### config.mk
export PLATFORM = sky130hd
export DESIGN_NAME = downstream_port_tx
export DESIGN_NICKNAME = d
export VERILOG_FILES = /design/src/rtl/switch_pkg.sv /design/src/rtl/tx_sync_fifo.sv /design/src/rtl/downstream_port_tx.sv
export SDC_FILE = /design/constraint.sdc
export NUM_CORES = 1
export LEC_CHECK = 0
export CORE_MARGIN = 1
export CORE_UTILIZATION = 45
export DETAILED_ROUTE_END_ITERATION = 10
export GPL_TIMING_DRIVEN = 0
export PLACE_DENSITY = 0.65
export SKIP_CTS_REPAIR_TIMING = 1
export SLEW_MARGIN = 20
export SYNTH_ARGS = -nofsm -noshare
export SYNTH_HDL_FRONTEND = slang
export SYNTH_SLANG_ARGS = --single-unit
### constraint.sdc
create_clock -name clk -period 2.51 [get_ports clk]
set_clock_uncertainty 0.05 [all_clocks]
set_input_delay 0.251 -clock clk [delete_from_list [all_inputs] [get_ports clk]]
set_output_delay 0.251 -clock clk [all_outputs]
set_load 0.005 [all_outputs]
### src/rtl/switch_pkg.sv
// Shared types and constants for the 4-port switch and its traffic sources.
package switch_pkg;

   localparam int NUM_PORTS = 4;
   localparam int DATA_W    = 8;
   localparam int LEN_W     = 4;

   // Header beat layout: destination port, two reserved zero bits, payload length.
   typedef struct packed {
      logic [1:0] dest;
      logic [1:0] rsvd;
      logic [3:0] len;
   } hdr_t;

   typedef enum logic [1:0] {
      ST_IDLE,
      ST_HDR,
      ST_PAY,
      ST_GAP
   } tx_state_e;

   // Builds the header beat with the reserved field forced to zero.
   function automatic hdr_t make_hdr(input logic [1:0] dest, input logic [3:0] len);
      hdr_t h;
      h.dest = dest;
      h.rsvd = 2'b00;
      h.len  = len;
      return h;
   endfunction

endpackage

### src/rtl/tx_sync_fifo.sv
// Single-clock payload FIFO, first-word-fall-through: the head entry is
// visible on rd_data_o without a read strobe, and rd_next_o shows the entry
// behind it so the transmitter can register the following byte while popping.
module tx_sync_fifo #(
   parameter int DATA_W = 8,
   parameter int DEPTH  = 16,
   localparam int AW    = $clog2(DEPTH),
   localparam int CNT_W = AW + 1
) (
   input  logic              clk,
   input  logic              reset,
   input  logic              push_i,
   input  logic [DATA_W-1:0] wr_data_i,
   input  logic              pop_i,
   output logic [DATA_W-1:0] rd_data_o,
   output logic [DATA_W-1:0] rd_next_o,
   output logic              full_o,
   output logic [CNT_W-1:0]  count_o
);

   logic [DATA_W-1:0] mem [DEPTH];
   logic [AW-1:0]     wr_ptr_q;
   logic [AW-1:0]     rd_ptr_q;
   logic [CNT_W-1:0]  count_q;
   logic              push;
   logic              pop;

   // A write while full is dropped even if a pop frees a slot this cycle.
   assign full_o    = (count_q == CNT_W'(DEPTH));
   assign push      = push_i && !full_o;
   assign pop       = pop_i && (count_q != '0);
   assign count_o   = count_q;
   assign rd_data_o = mem[rd_ptr_q];
   assign rd_next_o = mem[rd_ptr_q + AW'(1)];

   // Storage array is written only, never cleared.
   // NOTE: data storage has no reset; the pointers and count alone define
   // which entries are valid, and leaving it unreset lets it map to RAM.
   always_ff @(posedge clk) begin
      if (push) begin
         mem[wr_ptr_q] <= wr_data_i;
      end
   end

   // Pointer and occupancy bookkeeping; pointers wrap modulo DEPTH.
   // NOTE: sequential state uses non-blocking assignments so every flop
   // samples the pre-edge value regardless of statement order.
   always_ff @(posedge clk or negedge reset) begin
      if (!reset) begin
         wr_ptr_q <= '0;
         rd_ptr_q <= '0;
         count_q  <= '0;
      end else begin
         if (push) begin
            wr_ptr_q <= wr_ptr_q + AW'(1);
         end
         if (pop) begin
            rd_ptr_q <= rd_ptr_q + AW'(1);
         end
         case ({push, pop})
            2'b10:   count_q <= count_q + CNT_W'(1);
            2'b01:   count_q <= count_q - CNT_W'(1);
            default: count_q <= count_q;
         endcase
      end
   end

endmodule

### src/rtl/downstream_port_tx.sv
// Packet transmitter feeding one switch input port. The host fills the
// payload FIFO, then posts a descriptor; the block emits a header beat
// followed by the payload bytes on a valid/ready link, then idles for
// GAP_CYCLES before accepting the next descriptor.
module downstream_port_tx
   import switch_pkg::*;
#(
   parameter int DATA_W     = switch_pkg::DATA_W,
   parameter int FIFO_DEPTH = 16,
   parameter int LEN_W      = switch_pkg::LEN_W,
   parameter int GAP_CYCLES = 1
) (
   input  logic              clk,
   input  logic              reset,
   input  logic              wr_en,
   input  logic [DATA_W-1:0] wr_data,
   output logic              wr_full,
   input  logic              desc_valid,
   output logic              desc_ready,
   input  logic [1:0]        desc_dest,
   input  logic [LEN_W-1:0]  desc_len,
   output logic              ds_valid,
   input  logic              ds_ready,
   output logic              ds_sop,
   output logic              ds_eop,
   output logic [DATA_W-1:0] ds_data,
   output logic [15:0]       pkt_count,
   output logic              busy
);

   localparam int CNT_W = $clog2(FIFO_DEPTH) + 1;
   localparam int GAP_W = (GAP_CYCLES > 1) ? $clog2(GAP_CYCLES) : 1;
   localparam int GAP_LOAD = (GAP_CYCLES > 0) ? GAP_CYCLES - 1 : 0;
   // Where the FSM goes after the EOP handshake.
   localparam tx_state_e END_STATE = (GAP_CYCLES == 0) ? ST_IDLE : ST_GAP;

   tx_state_e         state_q;
   logic [LEN_W-1:0]  len_q;
   logic [LEN_W-1:0]  remaining_q;
   logic [GAP_W-1:0]  gap_q;
   logic [15:0]       pkt_count_q;
   logic              armed_q;
   logic              ds_valid_q;
   logic              ds_sop_q;
   logic              ds_eop_q;
   logic [DATA_W-1:0] ds_data_q;

   logic [DATA_W-1:0] fifo_head;
   logic [DATA_W-1:0] fifo_next;
   logic [CNT_W-1:0]  fifo_count;
   logic              fifo_pop;
   logic              desc_accept;
   logic              beat_done;

   tx_sync_fifo #(
      .DATA_W (DATA_W),
      .DEPTH  (FIFO_DEPTH)
   ) u_fifo (
      .clk       (clk),
      .reset     (reset),
      .push_i    (wr_en),
      .wr_data_i (wr_data),
      .pop_i     (fifo_pop),
      .rd_data_o (fifo_head),
      .rd_next_o (fifo_next),
      .full_o    (wr_full),
      .count_o   (fifo_count)
   );

   // A descriptor is only taken once its whole payload is already buffered,
   // so the payload phase can never underrun. armed_q keeps desc_ready low
   // through reset and the first edge after it.
   assign desc_ready  = armed_q && (state_q == ST_IDLE) &&
                        (fifo_count >= CNT_W'(desc_len));
   assign desc_accept = desc_valid && desc_ready;
   assign beat_done   = ds_valid_q && ds_ready;
   assign fifo_pop    = (state_q == ST_PAY) && beat_done;

   assign ds_valid  = ds_valid_q;
   assign ds_sop    = ds_sop_q;
   assign ds_eop    = ds_eop_q;
   assign ds_data   = ds_data_q;
   assign pkt_count = pkt_count_q;
   assign busy      = (state_q != ST_IDLE);

   // Packet FSM with registered link outputs. Each beat's successor is
   // loaded on the handshake edge, so stalled beats hold and unstalled
   // payload streams at one byte per cycle.
   always_ff @(posedge clk or negedge reset) begin
      if (!reset) begin
         state_q     <= ST_IDLE;
         len_q       <= '0;
         remaining_q <= '0;
         gap_q       <= '0;
         pkt_count_q <= '0;
         armed_q     <= 1'b0;
         ds_valid_q  <= 1'b0;
         ds_sop_q    <= 1'b0;
         ds_eop_q    <= 1'b0;
         ds_data_q   <= '0;
      end else begin
         armed_q <= 1'b1;
         case (state_q)
            ST_IDLE: begin
               if (desc_accept) begin
                  state_q    <= ST_HDR;
                  len_q      <= desc_len;
                  ds_valid_q <= 1'b1;
                  ds_sop_q   <= 1'b1;
                  ds_eop_q   <= (desc_len == '0);
                  ds_data_q  <= DATA_W'(make_hdr(desc_dest, desc_len));
               end
            end

            ST_HDR: begin
               if (beat_done) begin
                  ds_sop_q <= 1'b0;
                  if (len_q == '0) begin
                     // Header-only packet: the header was also the EOP beat.
                     state_q     <= END_STATE;
                     gap_q       <= GAP_W'(GAP_LOAD);
                     ds_valid_q  <= 1'b0;
                     ds_eop_q    <= 1'b0;
                     pkt_count_q <= pkt_count_q + 16'd1;
                  end else begin
                     state_q     <= ST_PAY;
                     remaining_q <= len_q;
                     ds_eop_q    <= (len_q == LEN_W'(1));
                     ds_data_q   <= fifo_head;
                  end
               end
            end

            ST_PAY: begin
               if (beat_done) begin
                  if (remaining_q == LEN_W'(1)) begin
                     state_q     <= END_STATE;
                     gap_q       <= GAP_W'(GAP_LOAD);
                     ds_valid_q  <= 1'b0;
                     ds_eop_q    <= 1'b0;
                     pkt_count_q <= pkt_count_q + 16'd1;
                  end else begin
                     // The head is popped on this edge, so the byte behind
                     // it becomes the next beat.
                     remaining_q <= remaining_q - LEN_W'(1);
                     ds_eop_q    <= (remaining_q == LEN_W'(2));
                     ds_data_q   <= fifo_next;
                  end
               end
            end

            ST_GAP: begin
               if (gap_q == '0) begin
                  state_q <= ST_IDLE;
               end else begin
                  gap_q <= gap_q - GAP_W'(1);
               end
            end

            default: state_q <= ST_IDLE;
         endcase
      end
   end

endmodule

# After elaboration in Yosys (flattened, before gate mapping)
# Memories as Yosys holds them, arrays and structs flattened.
# Index checks and enable logic that the tools add are counted.
# totals
in_bits	19
wordCells	108
ram_bits	128
ff_bits	52
n_memories	1
# op_classes
magnitude_cmp	1
n_mux	42
n_eq_ne	17
n_reduce_logical	27
addsub	7
# mem_list
memory	words	word_bits	read_ports	rd_ports_with_merged_regs	write_ports	line	source
u_fifo.mem	16	8	2	0	1	tx_sync_fifo.sv:21	logic [DATA_W-1:0] mem [DEPTH];
# op_table
op	count
2-to-1 mux 16 bit	4
2-to-1 mux 8 bit	5
one-hot mux 16 bit (2 select lines)	1
one-hot mux 8 bit (3 select lines)	1
AND reduction 5 bit	4
adder 16 x 1 -> 16 bit (second input constant)	1
2-to-1 mux 4 bit	4
2-to-1 mux 1 bit	15
inequality test 2 bit (second input constant)	7
AND reduction 6 bit	2
2-to-1 mux 2 bit	5
one-hot mux 5 bit (2 select lines)	1
one-hot mux 1 bit (3 select lines)	3
adder 4 x 1 -> 4 bit (second input constant)	2
== test 4 x 1 -> 1 bit (second input constant)	2
logical NOT 4 bit	2
one-hot mux 2 bit (4 select lines)	1
one-hot mux 4 bit (2 select lines)	1
nonzero test 2 bit	4
logical AND 1 bit	7
== test 2 bit (second input constant)	3
nonzero test 3 bit	2
adder 5 x 1 -> 5 bit (second input constant)	1
== test 5 bit (second input constant)	1
14 further kinds	15

# Depth between registers and ports, before layout
# Gate-level depths: netlist of the first run.
# depth
ltp_word	6
mapped_depth	14
mapped_depth_nobuf	13

# Cells and area by module
# A second synthesis of the first run with hierarchy kept.
# hier_totals
cells_unflattened	675
area_unflattened_um2	9014.9
# modules_own_cells
module	seq_area_each_um2	cells_each	area_each_um2	n_inst
tx_sync_fifo	4169.0	460	6794.0	1
downstream_port_tx	950.9	215	2220.9	1

# Least setup slack after synthesis of the first run
# No wires, ideal clock.
# synth_path
kind	reg-to-reg
startpoint	register state_q[0]
endpoint	register u_fifo.count_q[4], in the netlist u_fifo.count_o[4]
period_less_slack_ns	2.776
stages_incl_launch_ff	15
arrival_ns	2.603
slack_ns	-0.266
setup_ns	0.123
n_path_buf	1
t_required_ns	2.337
path_cell_list	dfrtp_1 > inv_1 > ha_1 > clkbuf_8 > nand3_1 > a21oi_1 > ha_1 > inv_1 > fa_1 > inv_1 > a21o_1 > a21oi_1 > xnor2_1 > nor2_1 > xnor2_1
# synth_via
elab_chain_cells	5
# synth_lines
element	line	source
from (decl)	downstream_port_tx.sv:37	tx_state_e state_q;
from (signal assigned)	downstream_port_tx.sv:91	state_q <= ST_IDLE;
from (signal assigned)	downstream_port_tx.sv:106	state_q <= ST_HDR;
from (signal assigned)	downstream_port_tx.sv:120	state_q <= END_STATE;
== test 2 bit *	downstream_port_tx.sv:77	assign fifo_pop = (state_q == ST_PAY) && beat_done;
logical AND 1 bit *	downstream_port_tx.sv:77	
logical AND 1 bit *	tx_sync_fifo.sv:31	assign pop = pop_i && (count_q != '0);
via u_fifo.pop	tx_sync_fifo.sv:26	logic pop;
== test 2 x 1 -> 1 bit / == test 2 bit (equally long branches)	tx_sync_fifo.sv:60	case ({push, pop})
one-hot mux 5 bit (2 select lines) / nonzero test 2 bit (equally long branches)	n/a	
to (signal assigned)	tx_sync_fifo.sv:61	2'b10: count_q <= count_q + CNT_W'(1);
to (signal assigned)	tx_sync_fifo.sv:62	2'b01: count_q <= count_q - CNT_W'(1);
to (signal assigned)	tx_sync_fifo.sv:63	default: count_q <= count_q;
to (decl)	tx_sync_fifo.sv:24	logic [CNT_W-1:0] count_q;
# The timed path passes the listed nets; every way through them passes the cells marked *.
# A chain may end at the register's enable or synchronous reset.

# Final worst setup path of the first run
# layout_path
startpoint	register u_fifo.count_q[1], in the netlist u_fifo.count_o[1]
endpoint	register u_fifo.count_q[4], in the netlist u_fifo.count_o[4]
# layout_via
elab_chain_cells	5
# layout_lines
element	line	source
== test 5 bit	tx_sync_fifo.sv:29	assign full_o = (count_q == CNT_W'(DEPTH));
logical NOT 1 bit	tx_sync_fifo.sv:30	assign push = push_i && !full_o;
logical AND 1 bit	tx_sync_fifo.sv:30	
== test 2 x 1 -> 1 bit / == test 2 bit (equally long branches)	tx_sync_fifo.sv:60	
one-hot mux 5 bit (2 select lines) / nonzero test 2 bit (equally long branches)	n/a	
# Parallel ways exist; a longest one is shown, timed or not.

==> flow_summary.json, run 1 <==
{
  "wirelength_mm": 21.3,
  "dieArea_mm2": 0.0207,
  "final_cells": 997,
  "fin_nets": 761,
  "synth_nets": 675,
  "grt_pass1_vias": 5787,
  "hp-class": "primary input to async pin",
  "start_kind": "flop",
  "path_max_fanout": 4,
  "mostFrequentLayoutCells": "edfxtp_1, dfrtp_1, clkdlybuf4s50_1, mux4_2, nand2_1",
  "setup_viol": 1,
  "pre_cts_ws_ps": -555,
  "place.gp.congestion": 0.889,
  "violations": "setup timing",
  "clock_sinks": 179,
  "vias": 5863,
  "synth_area_per_cell_um2": 14.3,
  "path_delay_family": "simple AND/OR/NAND/NOR gates",
  "hold_viol": 0,
  "ant_nets": 0,
  "path_class": "flop to flop",
  "antennaDiodeCount": 0,
  "crit_path_cell_trace": "nor4_4, nand2_1, and2_4, buf_8, inv_4, ha_4, inv_4, fa_2, inv_2, a21o_1, a21oi_2, xnor2_1, nor2_1, xnor2_1",
  "yosys_most_used_dff": "edfxtp_1",
  "postSynthCellCount": 633,
  "io_pins": 49,
  "required_ps": 2780,
  "first_iter_violations": 419,
  "cts_tree": "yes",
  "period_needed_ps": 2530,
  "cp.depth": 14,
  "dp_hpwl_mm": 15.2,
  "clk_path_buf_depth": 2,
  "final_util_pct": 55.5,
  "area_growth_pct": 20.0,
  "grt_pass1_wl_mm": 32.7,
  "fp.coreArea_mm2": 0.0196,
  "clk_pin_slew_worst_paths_ps": 70,
  "reg2reg_depth": 14,
  "initial_core_util_pct": 46.2,
  "power_density_mw_per_mm2": 1190,
  "crit_arrival_ps": 2800,
  "fp-row-count": 51,
  "synth-edff-count": 128,
  "grt_max_degree": 52,
  "via_per_inst": 5.88,
  "end_kind": "flop",
  "drive_gt1_share_pct": 23.4,
  "cpMaxStageDelayCell": "dfrtp_2",
  "max_freq_ghz": 0.395,
  "vdd_drop_max_v": 0.000540,
  "critPathBufInv": 4,
  "rsz0062_at_grt": "yes",
  "max_cap_viol_count": 0,
  "status": "finished with violations",
  "finalCritPeriodShare_pct": 101,
  "routedWlPerCell_um": 21.3,
  "mostFrequentLayoutCell": "edfxtp_1",
  "power_mw": 12.9,
  "syn-cell-area_mm2": 0.00906,
  "cts_buffers": 17,
  "worst_path_largest_cell_delay_ps": 450,
  "fp.dieH_um": 144,
  "ys_seq_area_share_pct": 56.5,
  "worst_pin_slew_ps": 959,
  "cts-root-buf": "clkbuf_16",
  "io_buffers": 48,
  "synth_cell_types": 71,
  "yosysWarnings": 0,
  "p_leak_nw": 3.99,
  "ys_ff_latch": 179,
  "grtUsageTotal_pct": 21.8,
  "fin_ws_ps": -24.6,
  "insertion_delay_ps": 430,
  "first_pass_iters": 5,
  "overflow": 0,
  "drc": 0,
  "slew-limit-headroom_pct": 35.8,
  "async_flop_share_pct": 28.5,
  "dp_cells": 950,
  "antenna_found_initial": 0,
  "ctsHtreeMaxLevel": 4,
  "timing.final.max_slew_violations": 0,
  "fp.dieW_um": 144
}
-- routing by layer --
metal | global-route usage [%] | share of wire, % | vias to the layer above
li1 | - | - | 2620
met1 | 28.3 | 43 | 2972
met2 | 35.4 | 48 | 236
met3 | 4.50 | 6.3 | 35
met4 | 9.46 | 2.5 | 0
met5 | 0 | 0 | -
-- where the power goes --
part	leakage, nW	total, mW	switching (mW)	internal, mW
Combinational	1.91	6.19	3.24	2.95
Clock	0.286	2.61	1.16	1.45
Sequential	1.79	4.09	0.394	3.70
Total	3.99	12.9	4.80	8.09
-- cell usage after synthesis (all sizes together), types with 2 or more instances --
cell	count	area (um^2)
xnor2	20	175
edfxtp	128	3840
xor2	6	52.6
nand2b	12	75.1
mux2i	32	320
dfrtp	51	1280
or2	2	12.5
a32oi	2	17.5
a21o	3	22.5
a21boi	9	67.6
a221oi	5	61.3
nor3	10	50.1
buf	21	160
o2111ai	2	17.5
mux4	52	1200
nand2	37	139
a211oi	3	22.5
and2	5	31.3
nor4	3	18.8
mux2	5	56.3
nand3	18	103
nor2	33	134
a31oi	5	31.3
o211a	2	20.0
and3	5	31.3
a21oi	16	80.1
clkbuf	9	45.0
o41ai	3	41.3
o21ai	31	155
o211ai	7	57.6
or4	3	26.3
inv	28	105
nand4	5	31.3
nor2b	11	68.8
a22oi	6	45.0
ha	22	275
and4	3	26.3
-- state kept, by name, indices dropped and copies added, names as in the netlist, 2 cells and up --
register         flops
pkt_count           16
u_fifo.count_o       5
len_q                4
remaining_q          4
state_q              2
u_fifo.wr_ptr_q      4
u_fifo.mem         128
ds_data              8
u_fifo.rd_ptr_q      4
-- path summary, 6_finish.rpt --
check / end / start / slack (ps)
hold reg to reg: pkt_count[15] / pkt_count[15] / 420
setup / recovery: u_fifo.count_o[4] / u_fifo.count_o[1] / -20
hold / removal: pkt_count[14] / reset / 370
min in group clk: pkt_count[15] / pkt_count[15] / 420
setup reg to reg: u_fifo.count_o[4] / u_fifo.count_o[1] / -20
max in group asynchronous: u_fifo.count_o[1] / reset / 1560
-- metrics by stage --
step	TNS [ps]	instance area (um^2)	hold WS [ps]
2_1_floorplan	0	9090	-94.6
3_3_place_gp	-43870	9900	409
3_5_place_dp	-6460	9950	295
4_1_cts	-4040	10500	-167
5_1_grt	-238	10900	428
6_report	-24.6	10900	370
-- final cells by class --
| class | count | area (um^2) |
|---|---|---|
| clock inverter | 11 | 116 |
| sequential | 179 | 5120 |
| multi-input combinational | 395 | 3830 |
| timing repair buffer | 69 | 641 |
| clock buffer | 21 | 460 |
| buffer | 28 | 255 |
| inverter | 29 | 114 |
| tap | 265 | 332 |
| fill | 1593 | 8710 |
-- worst register-to-register path: stages (launching register included) --
cell	delay (ps)
dfrtp_2	450
nor4_4	320
nand2_1	130
and2_4	160
buf_8	110
inv_4	50
ha_4	160
inv_4	40
fa_2	360
inv_2	60
a21o_1	120
a21oi_2	50
xnor2_1	160
nor2_1	80
xnor2_1	130
-- cell families after synthesis --
group / count (synthesis) / share of synthesized area (%)
fa+ha+maj: 23 / 3.26
buf+inv: 59 / 3.47
other cells: 1 / 0.0414
compound gates: 102 / 7.84
xor+xnor: 26 / 2.51
mux: 89 / 17.5
simple gates: 154 / 8.91
flops: 179 / 56.5
Power figures use the tool's default switching activity.
==> inputs of run 2 (changes only) <==
--- a/config.mk
+++ b/config.mk
@@ -7,6 +7,7 @@
 export LEC_CHECK = 0
 export CORE_MARGIN = 1
 export CORE_UTILIZATION = 45
+export CTS_BUF_LIST = sky130_fd_sc_hd__clkbuf_4
 export DETAILED_ROUTE_END_ITERATION = 10
 export GPL_TIMING_DRIVEN = 0
 export PLACE_DENSITY = 0.65
==> run 2 against run 1 <==
  * The flow still finishes with violations (setup timing)
  * Die area unchanged
  * Maximum frequency decreased by 0.90%
  * Clock-buffer cell count decreased by 2
  * Final area fell by 2.3%
  * Routed wire length up 0.28%
  * Utilization decreased by 1.3 points
  * Cell count is 0.50% higher
  * Critical path depth is the same
  * Combinational power up 1%
  * Register-to-register slack worse by 20 ps
==> flow_summary.json, run 2 (same netlist as run 1, synthesis figures left out) <==
{
  "status": "finished with violations",
  "violations": "setup timing",
  "setup_viol": 1,
  "place_area_mm2": 0.00995,
  "period_needed_ps": 2560,
  "drc": 0,
  "register_area_mm2": 0.00512,
  "vdd_drop_max_v": 0.000394,
  "required_ps": 2950,
  "io_buffers": 48,
  "end_kind": "flop",
  "p_leak_nw": 3.89,
  "place.gp.congestion": 0.889,
  "top_register": "u_fifo.mem",
  "fin_nets": 765,
  "fp-row-count": 51,
  "vias": 5865,
  "overflow": 0,
  "clock_sinks": 179,
  "fp.coreArea_mm2": 0.0196,
  "clk_path_buf_depth": 2,
  "max_freq_ghz": 0.391,
  "rsz0062_at_grt": "yes",
  "fp.dieH_um": 144,
  "fin_ws_ps": -47.6,
  "initial_core_util_pct": 46.2,
  "reg2reg_depth": 14,
  "worst_pin_slew_ps": 956,
  "final_util_pct": 54.3,
  "path_class": "flop to flop",
  "cts_tree": "yes",
  "path_max_fanout": 4,
  "start_kind": "flop",
  "first_pass_iters": 8,
  "hp-class": "primary input to async pin",
  "max_cap_viol_count": 0,
  "mostFrequentLayoutCell": "edfxtp_1",
  "drive_gt1_share_pct": 23.8,
  "cts-root-buf": "clkbuf_4",
  "ctsHtreeMaxLevel": 4,
  "wirelength_mm": 21.3,
  "dieArea_mm2": 0.0207,
  "fp.dieW_um": 144,
  "multi_input_area_mm2": 0.00384,
  "timing.final.max_slew_violations": 0,
  "power_density_mw_per_mm2": 1120,
  "grtUsageTotal_pct": 21.7,
  "reg2reg_setup_slack_ps": -50,
  "r2r_end": "u_fifo.count_o[4]",
  "layout.filler_cells": 1624,
  "grt_pass1_wl_mm": 32.4,
  "first_iter_violations": 412,
  "dp_hpwl_mm": 15.2,
  "grt_pass1_vias": 5758,
  "crit_arrival_ps": 3000,
  "io_pins": 49,
  "area_growth_pct": 17.3,
  "finalHoldWorstSlack_ps": 196,
  "clk_pin_slew_worst_paths_ps": 150,
  "postLayoutCellArea_mm2": 0.0106,
  "finalCritPeriodShare_pct": 102,
  "antenna_found_initial": 1,
  "ant_nets": 0,
  "slew-limit-headroom_pct": 36.0,
  "grt_max_degree": 52,
  "power_mw": 11.9,
  "hold_viol": 0,
  "largest_register_ffs": 128,
  "routedWlPerCell_um": 21.3,
  "worstReg2RegStart": "u_fifo.count_o[2]",
  "via_per_inst": 5.85,
  "cts_buffers": 17,
  "insertion_delay_ps": 580,
  "mostFrequentLayoutCells": "edfxtp_1, dfrtp_1, clkdlybuf4s50_1, mux4_2, nand2_1",
  "tns_ps": -47.6
}
-- run 2: changes by cell type in the layout (fill, tap and decap cells not counted), moves of 2 or more --
cell	delta
clkbuf_4	+19
a22oi_1	+2
clkbuf_8	-2
buf_4	+3
clkbuf_16	-17
clkbuf_1	-2
a22oi_2	-2
-- run 2: cell type report --
cell class | count | share of cell area [%]
diodes | 1 | 0.0235
clock inverters | 13 | 1.17
multi-input cells | 395 | 36.2
well taps | 265 | 3.12
inverters | 29 | 1.11
clock buffers | 19 | 1.34
flip-flops and latches | 179 | 48.2
repair buffers | 73 | 6.43
plain buffers | 28 | 2.46
-- run 2: layer usage --
layer,global-route usage [%],share of wire [%],up-vias
met5,0,0,-
met4,9.01,2.2,0
met3,4.73,6.0,33
met2,35.1,49,238
met1,28.2,43,2966
li1,-,-,2628
-- run 2: power by group --
part           internal, mW  switching [mW]
logic                  3.00            3.26
clock network         0.535            1.03
registers              3.69           0.393
total                  7.22            4.68
-- run 2: stage by stage --
stage                     std cells  worst slack (ps)
after floorplan                 633              27.4
after global placement          946              -524
after detailed placement        950              -555
after CTS                       982              -560
after global routing           1002              -145
final                          1002             -47.6
-- run 2: critical path, cell delays in order (launching register included) --
cell,delay [ps]
dfrtp_2,480
nor4_4,320
nand2_1,130
and2_4,160
buf_8,110
inv_4,40
ha_4,150
inv_4,40
fa_2,390
inv_2,50
a21o_1,120
a21oi_2,50
xnor2_1,160
nor2_1,80
xnor2_1,130
-- run 2: worst max path at each step --
stage	start	to	cells past startpoint	slack, ps
floorplan	u_fifo.count_o[2]	u_fifo.count_o[4]	14	30
global placement	wr_en	u_fifo.mem[3][1]	5	-520
detailed placement	desc_len[0]	ds_data[3]	9	-550
CTS	u_fifo.count_o[0]	desc_ready	7	-560
global route	u_fifo.count_o[2]	u_fifo.count_o[4]	14	-150
finish	u_fifo.count_o[2]	u_fifo.count_o[4]	14	-50
==> inputs of run 3 (changes only) <==
--- a/config.mk
+++ b/config.mk
@@ -9,7 +9,6 @@
 export CORE_UTILIZATION = 45
 export CTS_BUF_LIST = sky130_fd_sc_hd__clkbuf_4
 export DETAILED_ROUTE_END_ITERATION = 10
-export GPL_TIMING_DRIVEN = 0
 export PLACE_DENSITY = 0.65
 export SKIP_CTS_REPAIR_TIMING = 1
 export SLEW_MARGIN = 20
==> run 3 against run 2 <==
  * The flow now finishes without violations
  * Via count down 1.2%
  * Sequential cell count unchanged
  * First-iteration DRC count down 0.73%
  * Register-to-register slack better by 110 ps
  * Setup slack better by 110 ps
  * Clock power up 3%
  * Hold slack worse by 53 ps
  * Power down 2.0%
  * Routed wire length down 3.0%
  * Maximum frequency up 4.7%
  * Non-clock buffer count up 6
  * Clock-buffer cell count down 1
  * Critical path type unchanged
  * Largest power group unchanged
  * Highest routed layer unchanged
==> flow_summary.json, run 3 (same netlist as run 1, synthesis figures left out) <==
{
  "status": "finished, final reports clean",
  "grt_pass1_wl_mm": 31.8,
  "r2r_end": "u_fifo.count_o[4]",
  "fp.dieW_um": 144,
  "grtUsageTotal_pct": 21.1,
  "dieArea_mm2": 0.0207,
  "switching_share_pct": 38.4,
  "rsz0062_at_grt": "yes",
  "hold_viol": 0,
  "final_cells": 1008,
  "path_max_fanout": 5,
  "top_register": "u_fifo.mem",
  "antenna_found_initial": 1,
  "timing.final.max_slew_violations": 0,
  "clock_sinks": 179,
  "fp.coreArea_mm2": 0.0196,
  "combPwrFrac_pct": 50.6,
  "ant_nets": 0,
  "largest_register_ffs": 128,
  "via_per_inst": 5.75,
  "initial_core_util_pct": 46.2,
  "end_kind": "flop",
  "fp.dieH_um": 144,
  "place.gp.congestion": 0.840,
  "path_class": "flop to flop",
  "vias": 5797,
  "dp_hpwl_mm": 14.5,
  "drc": 0,
  "io_pins": 49,
  "grt_max_degree": 51,
  "routedWlPerCell_um": 20.5,
  "cts_buffers": 17,
  "internal_power_mw": 7.18,
  "mostFrequentLayoutCells": "edfxtp_1, buf_4, dfrtp_1, clkdlybuf4s50_1, mux4_2",
  "layout.filler_cells": 1631,
  "hp-class": "primary input to async pin",
  "postLayoutCellArea_mm2": 0.0106,
  "slew-limit-headroom_pct": 34.7,
  "io_buffers": 48,
  "pre_cts_ws_ps": -107,
  "p_switching_mw": 4.48,
  "drive_gt1_share_pct": 24.1,
  "p_leak_nw": 3.89,
  "power_mw": 11.7,
  "place_area_mm2": 0.0101,
  "clk_pin_slew_worst_paths_ps": 160,
  "ctsHtreeMaxLevel": 4,
  "fp-row-count": 51,
  "power_frac_clock_pct": 13.7,
  "start_kind": "flop",
  "period_needed_ps": 2440,
  "power_density_mw_per_mm2": 1100,
  "seqPwrFrac_pct": 35.6,
  "reg2reg_setup_slack_ps": 70,
  "insertion_delay_ps": 580,
  "finalCritPeriodShare_pct": 97.3,
  "clk_path_buf_depth": 2,
  "grt_pass1_vias": 5752,
  "crit_arrival_ps": 2910,
  "max_freq_ghz": 0.409,
  "finalHoldWorstSlack_ps": 143,
  "first_iter_violations": 409,
  "fin_nets": 771,
  "vdd_drop_max_v": 0.000555,
  "wirelength_mm": 20.7,
  "setup_viol": 0,
  "worst_pin_slew_ps": 976,
  "area_growth_pct": 17.2,
  "mostFrequentLayoutCell": "edfxtp_1",
  "max_cap_viol_count": 0,
  "dp_cells": 963,
  "cts_tree": "yes",
  "worstReg2RegStart": "state_q[0]",
  "reg2reg_depth": 13,
  "required_ps": 2980,
  "fin_ws_ps": 66.7,
  "overflow": 0,
  "first_pass_iters": 6,
  "cts-root-buf": "clkbuf_4"
}
==> run 3: cell count changes in the layout (fill, tap and decap cells not counted), moves of 3 or more <==
cell and change:
buf_4 +26, nor3_2 -4, nor3_1 +4, clkbuf_4 -3
o21ai_0 +3, buf_6 -7, nor2_1 +3, clkbuf_1 -4
buf_8 -4
==> run 3: how the worst max path moves through the flow <==
stage                                 start                 to  cells past startpoint
final                            state_q[0]  u_fifo.count_o[4]                     13
after global routing      u_fifo.count_o[1]  u_fifo.count_o[4]                     13
after detailed placement        desc_len[0]         desc_ready                      7
after floorplan           u_fifo.count_o[2]  u_fifo.count_o[4]                     14
after global placement          desc_len[0]         desc_ready                      7
after CTS                 u_fifo.count_o[0]         desc_ready                      7
==> run 3: worst max-delay path, stage by stage (launching register included) <==
cell	delay, ps
dfrtp_1	440
inv_2	140
ha_4	140
nand3_1	130
a21oi_2	230
ha_4	190
inv_4	40
fa_2	400
inv_2	60
a21o_1	120
a21oi_2	50
xnor2_1	120
nor2_1	150
xnor2_1	130
==> run 3: power groups by stage <==
stage	logic, mW	clock network [mW]	registers (mW)
2_1_floorplan	3.96	0	4.02
3_3_place_gp	5.46	0	4.15
3_5_place_dp	5.55	0	4.19
4_1_cts	5.60	1.64	4.13
5_1_grt	6.44	1.75	4.23
6_report	5.91	1.60	4.16
==> run 3: area by class of cell <==
cell class / count / area (um^2) / area share [%]
diodes: 1 / 2.50 / 0.0236
clock buffers: 18 / 135 / 1.27
clock inverters: 14 / 140 / 1.32
inverters: 29 / 111 / 1.05
multi-input cells: 395 / 3770 / 35.6
flip-flops and latches: 179 / 5120 / 48.3
well taps: 265 / 332 / 3.12
repair buffers: 107 / 997 / 9.39
==> run 3: routing by layer <==
metal  track usage [%]  wire length, um  vias to the layer above
li1                  -                -                     2639
met5                 0                0                        -
met4              7.45              346                        0
met2              35.0            10200                      224
met1              27.6             8770                     2903
met3              4.23             1320                       31
==> run 3: stage by stage <==
stage / util (%) / TNS, ps
after CTS: 52.9 / -530
after global placement: 51.5 / -69.6
after global routing: 54.2 / -246
after detailed placement: 51.5 / -233
final: 54.2 / 0
after floorplan: - / 0
